$ cat config.mk
export PLATFORM = sky130hd
export DESIGN_NAME = j_pit_dncnt
export DESIGN_NICKNAME = d
export VERILOG_FILES = /design/src/rtl/j_pit_dncnt.sv
export SDC_FILE = /design/constraint.sdc
export NUM_CORES = 1
export LEC_CHECK = 0
export CAP_MARGIN = 30
export CORE_MARGIN = 2
export CORE_UTILIZATION = 50
export DETAILED_ROUTE_END_ITERATION = 10
export PLACE_DENSITY = 0.75
export SYNTH_ARGS = -nofsm -noshare
export SYNTH_HDL_FRONTEND = slang
export SYNTH_SLANG_ARGS = --single-unit
export TNS_END_PERCENT = 10
$ cat constraint.sdc
create_clock -name clk -period 4.45 [get_ports clk]
set_input_delay 0.89 -clock clk [delete_from_list [all_inputs] [get_ports clk]]
set_output_delay 0.89 -clock clk [all_outputs]
set_load 0.01 [all_outputs]
$ cat src/rtl/j_pit_dncnt.sv
// Loadable two-stage down-counting interval timer: a prescaler feeding a divider, with a tick pulse and a sticky irq.
// Optional one-shot mode: define J_PIT_ONESHOT_EN to add the oneshot input and the stopped flag.
module j_pit_dncnt #(
    parameter int PW = 16,
    parameter int DW = 16
) (
    input  logic          clk,
    input  logic          reset,
    input  logic          en,
    input  logic          pre_wr,
    input  logic          div_wr,
    input  logic [15:0]   wdata,
    input  logic          irq_clr,
`ifdef J_PIT_ONESHOT_EN
    input  logic          oneshot,
`endif
    output logic [PW-1:0] pre_cnt,
    output logic [DW-1:0] div_cnt,
    output logic          tick,
    output logic          irq
);

    logic [PW-1:0] pre_cnt_q, pre_cnt_d;
    logic [PW-1:0] pre_rld_q, pre_rld_d;
    logic [DW-1:0] div_cnt_q, div_cnt_d;
    logic [DW-1:0] div_rld_q, div_rld_d;
    logic          tick_q, tick_d;
    logic          irq_q, irq_d;
    logic          run;
    logic          div_step;
    logic          underflow;

`ifdef J_PIT_ONESHOT_EN
    logic stopped_q, stopped_d;

    assign run = en && !stopped_q;
`else
    assign run = en;
`endif

    always_comb begin
        // NOTE: every combinational output gets a default first, so no path leaves a latch behind.
        pre_cnt_d = pre_cnt_q;
        pre_rld_d = pre_rld_q;
        div_cnt_d = div_cnt_q;
        div_rld_d = div_rld_q;
        div_step  = 1'b0;
        underflow = 1'b0;

        // A write always beats the counting step of its own stage.
        if (pre_wr) begin
            pre_rld_d = wdata[PW-1:0];
            pre_cnt_d = wdata[PW-1:0];
        end else if (run) begin
            if (pre_cnt_q == '0) begin
                pre_cnt_d = pre_rld_q;
                div_step  = 1'b1;
            end else begin
                pre_cnt_d = pre_cnt_q - PW'(1);
            end
        end

        if (div_wr) begin
            div_rld_d = wdata[DW-1:0];
            div_cnt_d = wdata[DW-1:0];
        end else if (div_step) begin
            if (div_cnt_q == '0) begin
                div_cnt_d = div_rld_q;
                underflow = 1'b1;
            end else begin
                div_cnt_d = div_cnt_q - DW'(1);
            end
        end

        tick_d = underflow;
        irq_d  = underflow || (irq_q && !irq_clr);
    end

`ifdef J_PIT_ONESHOT_EN
    always_comb begin
        stopped_d = stopped_q;
        if (div_wr)
            stopped_d = 1'b0;
        else if (underflow && oneshot)
            stopped_d = 1'b1;
    end

    always_ff @(posedge clk or posedge reset) begin
        if (reset) stopped_q <= 1'b0;
        else       stopped_q <= stopped_d;
    end
`endif

    // NOTE: sequential state uses non-blocking assignments so all flops update together at the edge.
    always_ff @(posedge clk or posedge reset) begin
        if (reset) begin
            pre_cnt_q <= '0;
            pre_rld_q <= '0;
            div_cnt_q <= '0;
            div_rld_q <= '0;
            tick_q    <= 1'b0;
            irq_q     <= 1'b0;
        end else begin
            pre_cnt_q <= pre_cnt_d;
            pre_rld_q <= pre_rld_d;
            div_cnt_q <= div_cnt_d;
            div_rld_q <= div_rld_d;
            tick_q    <= tick_d;
            irq_q     <= irq_d;
        end
    end

    assign pre_cnt = pre_cnt_q;
    assign div_cnt = div_cnt_q;
    assign tick    = tick_q;
    assign irq     = irq_q;

endmodule

; ---- Word-level counts from Yosys, hierarchy flattened
; Cells that the tools add are included.
[word_totals]
elab_cells = 27
reg_bits = 66
mem_bits_rw = 0
memories = 0
latchBits = 0
inputBits = 22
romBits = 0
[classes]
add_sub_neg = 2
mul = 0
n_lt_le_gt_ge = 0
reduce_logical = 7
muxes = 12
div = 0
shift = 0
eq_ne = 0
bitwise = 0
[ops]
columns = cell, count
row1 = $mux 16, 6
row2 = $logic_not 16->1, 2
row3 = $sub 16x1->16 const B, 2
row4 = $mux 1, 6
row5 = $reduce_bool 2->1, 2
row6 = $logic_and 1x1->1, 1
row7 = $logic_not 1->1, 1
row8 = $logic_or 1x1->1, 1

; ---- Depth between registers and ports, before layout
[depth]
ltp_word = 7
depth_mapped = 9
mapped_depth_nobuf = 7

; ---- Least setup slack after synthesis
; OpenSTA, ideal clock, no wires.
[synth_path]
path_type = input to register
startpoint = in en
endpoint = reg div_cnt_q[15], in the netlist div_cnt[15]
stages = 7
t_arrival_ns = 1.982
path_slack_ns = 2.341
cell_sequence = clkbuf_1 -> inv_1 -> nor2_1 -> clkbuf_4 -> nand2_4 -> o32ai_1 -> o21ai_2
[synth_between]
elab_chain_len = 3
[synth_rtl]
columns = item, line
row1 = "start, declared", 9  ; input logic en,
row2 = $mux 1, 54  ; end else if (run) begin
row3 = $mux 1, 51  ; if (pre_wr) begin
row4 = $reduce_bool 2->1 (no source line), n/a
row5 = "end signal, assigned", 106  ; div_cnt_q <= div_cnt_d;
row6 = "end, declared", 25  ; logic [DW-1:0] div_cnt_q, div_cnt_d;
; No other way between the ends.
; A chain may end at the register's enable or synchronous reset.

; ---- Worst setup path after layout
[layout_path]
startpoint = reg pre_cnt_q[0], in the netlist pre_cnt[0]
endpoint = reg div_cnt_q[12], in the netlist div_cnt[12]
[layout_between]
elab_chain_len = 5
[layout_rtl]
columns = item, line
row1 = "start, declared", 23  ; logic [PW-1:0] pre_cnt_q, pre_cnt_d;
row2 = "start signal, assigned", 104  ; pre_cnt_q <= pre_cnt_d;
row3 = $logic_not 16->1, 55  ; if (pre_cnt_q == '0) begin
row4 = $mux 1, 55
row5 = $mux 1, 54
row6 = $mux 1, 51
row7 = $reduce_bool 2->1 (no source line), n/a
; No other way between the ends.

==> results_dict.tcl <==
set metrics [dict create \
    period_needed_ps 2710 \
    die_y_um 90.3 \
    overflow 0 \
    p_clk_share_pct 32.9 \
    syn_inst 377 \
    cts_tree "done" \
    hpwl_um 6560 \
    insertedDiodeCount 0 \
    placedInstanceArea_um2 4330 \
    grtUsageTotal_pct 23.9 \
    total_power_uw 1500 \
    swShare_pct 28.7 \
    vdd_ir_drop_max_uv 203 \
    wl_per_cell_um 17.4 \
    die_x_um 90.3 \
    worstMarginPinSlew_ps 894 \
    worstPathArrival_ps 2950 \
    cp_max_fo 12 \
    final_area_um2 4520 \
    hold_buffers 0 \
    clk_path_buf_depth 2 \
    cts_setup_buffers 0 \
    drt_iter0_markers 186 \
    ys_warn_count 0 \
    required_ps 4690 \
    rsz0062_at_grt "false" \
    finalHoldViolations 0 \
    synth_cell_types 71 \
    p_int_uw 1070 \
    leakage_uw 0.00186 \
    n_fill_cell 613 \
    async_reset_ff_share_pct 100 \
    wl_um 9280 \
    cpMaxStageDelayCell "nand4_1" \
    crit_chain "inv_1 > ha_1 > nor4b_2 > nand4_1 > buf_4 > nor3_2 > mux2i_1 > o21ai_1" \
    final_common_cell "dfrtp_1" \
    slew_violations 0 \
    fin_tns_setup_ps 0 \
    placement.io_buffers 55 \
    firstDrtPassIters 4 \
    cts.clk_slew.worst_paths_ps 70 \
    min_period_over_period_pct 60.9 \
    fin_nets 456 \
    yosysSeqAreaShare_pct 44.3 \
    htreeDepth 3 \
    core.rowCount 31 \
    max_freq_mhz 369 \
    cts-buffers-inserted 9 \
    start_util_pct 51.4 \
    power_switching_uw 431 \
    critPathBufInv 2 \
    syn_to_final_growth_pct 21.2 \
    slowest_delay_ps 500 \
    cts_sinks 66 \
    syn_nets 403 \
    setup_viol 0 \
    viasPerCell 6.01 \
    layout_common_cells "dfrtp_1, clkdlybuf4s50_1, o21ai_0" \
    antenna_found_initial 0 \
    num_io_pins 56 \
    outcome "finished, final reports clean" \
    cts_resized 0 \
    dr_total_vias 3204 \
    criticalPathCategory "flop to flop" \
    synth-edff-count 0 \
    p_comb_share_pct 18.6 \
    cp-start-kind "flop" \
    core_um2 7250 \
    ys_seq_elements 66 \
    clock_skew_ps 11.2 \
    die_area_um2 8160 \
    first_global_vias 3149 \
    drc_errors 0 \
    endpoint_kind "flop" \
    clkLatencyLatePin_ps 350 \
    powerDensity_nw_per_um2 333 \
    gp_congestion 0.863 \
    drive_gt1_share_pct 14.1 \
    syn_avg_cell_area_um2 9.88 \
    slew_headroom_pct 40.3 \
    r2r_slack_ps 1740 \
    pwr-share-seq_pct 48.5 \
    grt_max_degree 44 \
    root_buffer "clkbuf_8" \
    finish.utilization_pct 62.3 \
    hold_class "flop to flop" \
    synth_area_um2 3730 \
    maxCapViolCount 0 \
    ant_nets 0 \
    grt_pass1_wl_um 15800 \
    critPathTopFamily "simple AND/OR/NAND/NOR gates" \
    ys.flop_type "dfrtp_1" \
]
==> logic make-up after synthesis <==
logic type               count (synthesis)  share of synthesized area (%)
flip-flops                              66                           44.3
XOR/XNOR                                 5                           1.18
adder cells (fa/ha/maj)                  4                           1.34
buffers and inverters                   49                           6.21
multiplexers                            30                           8.83
AO/OA/AOI/OAI                          116                           21.4
AND/OR/NAND/NOR                        107                           16.7
==> cell usage after synthesis (all sizes together) (4+ instances only) <==
cell type  count  share of area [%]
mux2          20                6.1
o21ai         43                5.9
a21o           4               0.81
a221o          4                1.1
mux2i         10                2.7
buf            8                1.9
inv           28                2.8
nand2         24                2.6
a31oi          4               0.67
nor4           7                2.1
nand4          4               0.67
o211ai         6                1.2
nand2b         4               0.67
a2bb2oi        4               0.94
nor2          25                2.6
nor3          14                2.5
a211oi         4               0.81
a21oi         14                1.9
ha             4                1.3
xor2           5                1.2
clkbuf        12                1.4
nand3         10                1.7
a22oi          6                1.2
dfrtp         66                 44
==> flip-flops by register name, summed over array words and instances (netlist names) <==
name and count:
irq 1, div_cnt 16, pre_cnt 16, tick 1, pre_rld_q 16, div_rld_q 16
==> path summary, 6_finish.rpt <==
| check | start | to | cells past startpoint |
|---|---|---|---|
| max | pre_cnt[0]$_DFFE_PP0P_ | div_cnt[12]$_DFFE_PP0P_ | 8 |
| min | pre_rld_q[2]$_DFFE_PP0P_ | pre_rld_q[2]$_DFFE_PP0P_ | 1 |
| max reg2reg | pre_cnt[0]$_DFFE_PP0P_ | div_cnt[12]$_DFFE_PP0P_ | 8 |
| min reg2reg | pre_rld_q[2]$_DFFE_PP0P_ | pre_rld_q[2]$_DFFE_PP0P_ | 1 |
| max in group asynchronous | reset | div_rld_q[13]$_DFFE_PP0P_ | 3 |
| min in group asynchronous | reset | pre_cnt[2]$_DFFE_PP0P_ | 2 |
==> cell type report <==
| type | count | area [um2] | share of cell area [%] |
|---|---|---|---|
| Inverter | 29 | 109 | 2.41 |
| Multi-Input combinational cell | 262 | 1840 | 40.8 |
| Tap cell | 99 | 124 | 2.74 |
| Sequential cell | 66 | 1650 | 36.6 |
| Clock buffer | 12 | 145 | 3.21 |
| Clock inverter | 3 | 40.0 | 0.887 |
| Timing Repair Buffer | 62 | 603 | 13.4 |
==> routing by layer <==
layer	share of wire, %	GRT usage (%)	vias up	routed length [um]
met5	0	0	-	0
met4	0.78	6.41	0	72
met3	7.9	7.18	10	731
met2	48	36.6	153	4410
met1	44	33.1	1548	4060
li1	-	-	1493	-
==> power groups by stage <==
stage,Clock (uW),Combinational (uW),Sequential [uW]
2_1_floorplan,0,147,735
5_1_grt,524,309,739
6_report,494,280,729
3_5_place_dp,0,279,738
3_3_place_gp,0,272,736
4_1_cts,497,281,727
==> through the flow <==
| step | hold slack, ps | setup slack (ps) | std cells |
|---|---|---|---|
| after floorplan | 473 | 1910 | 377 |
| after CTS | 506 | 1740 | 533 |
| after global placement | 486 | 1530 | 518 |
| final | 501 | 1740 | 533 |
| after global routing | 526 | 1470 | 533 |
| after detailed placement | 491 | 1440 | 518 |
Power figures use the tool's default switching activity.
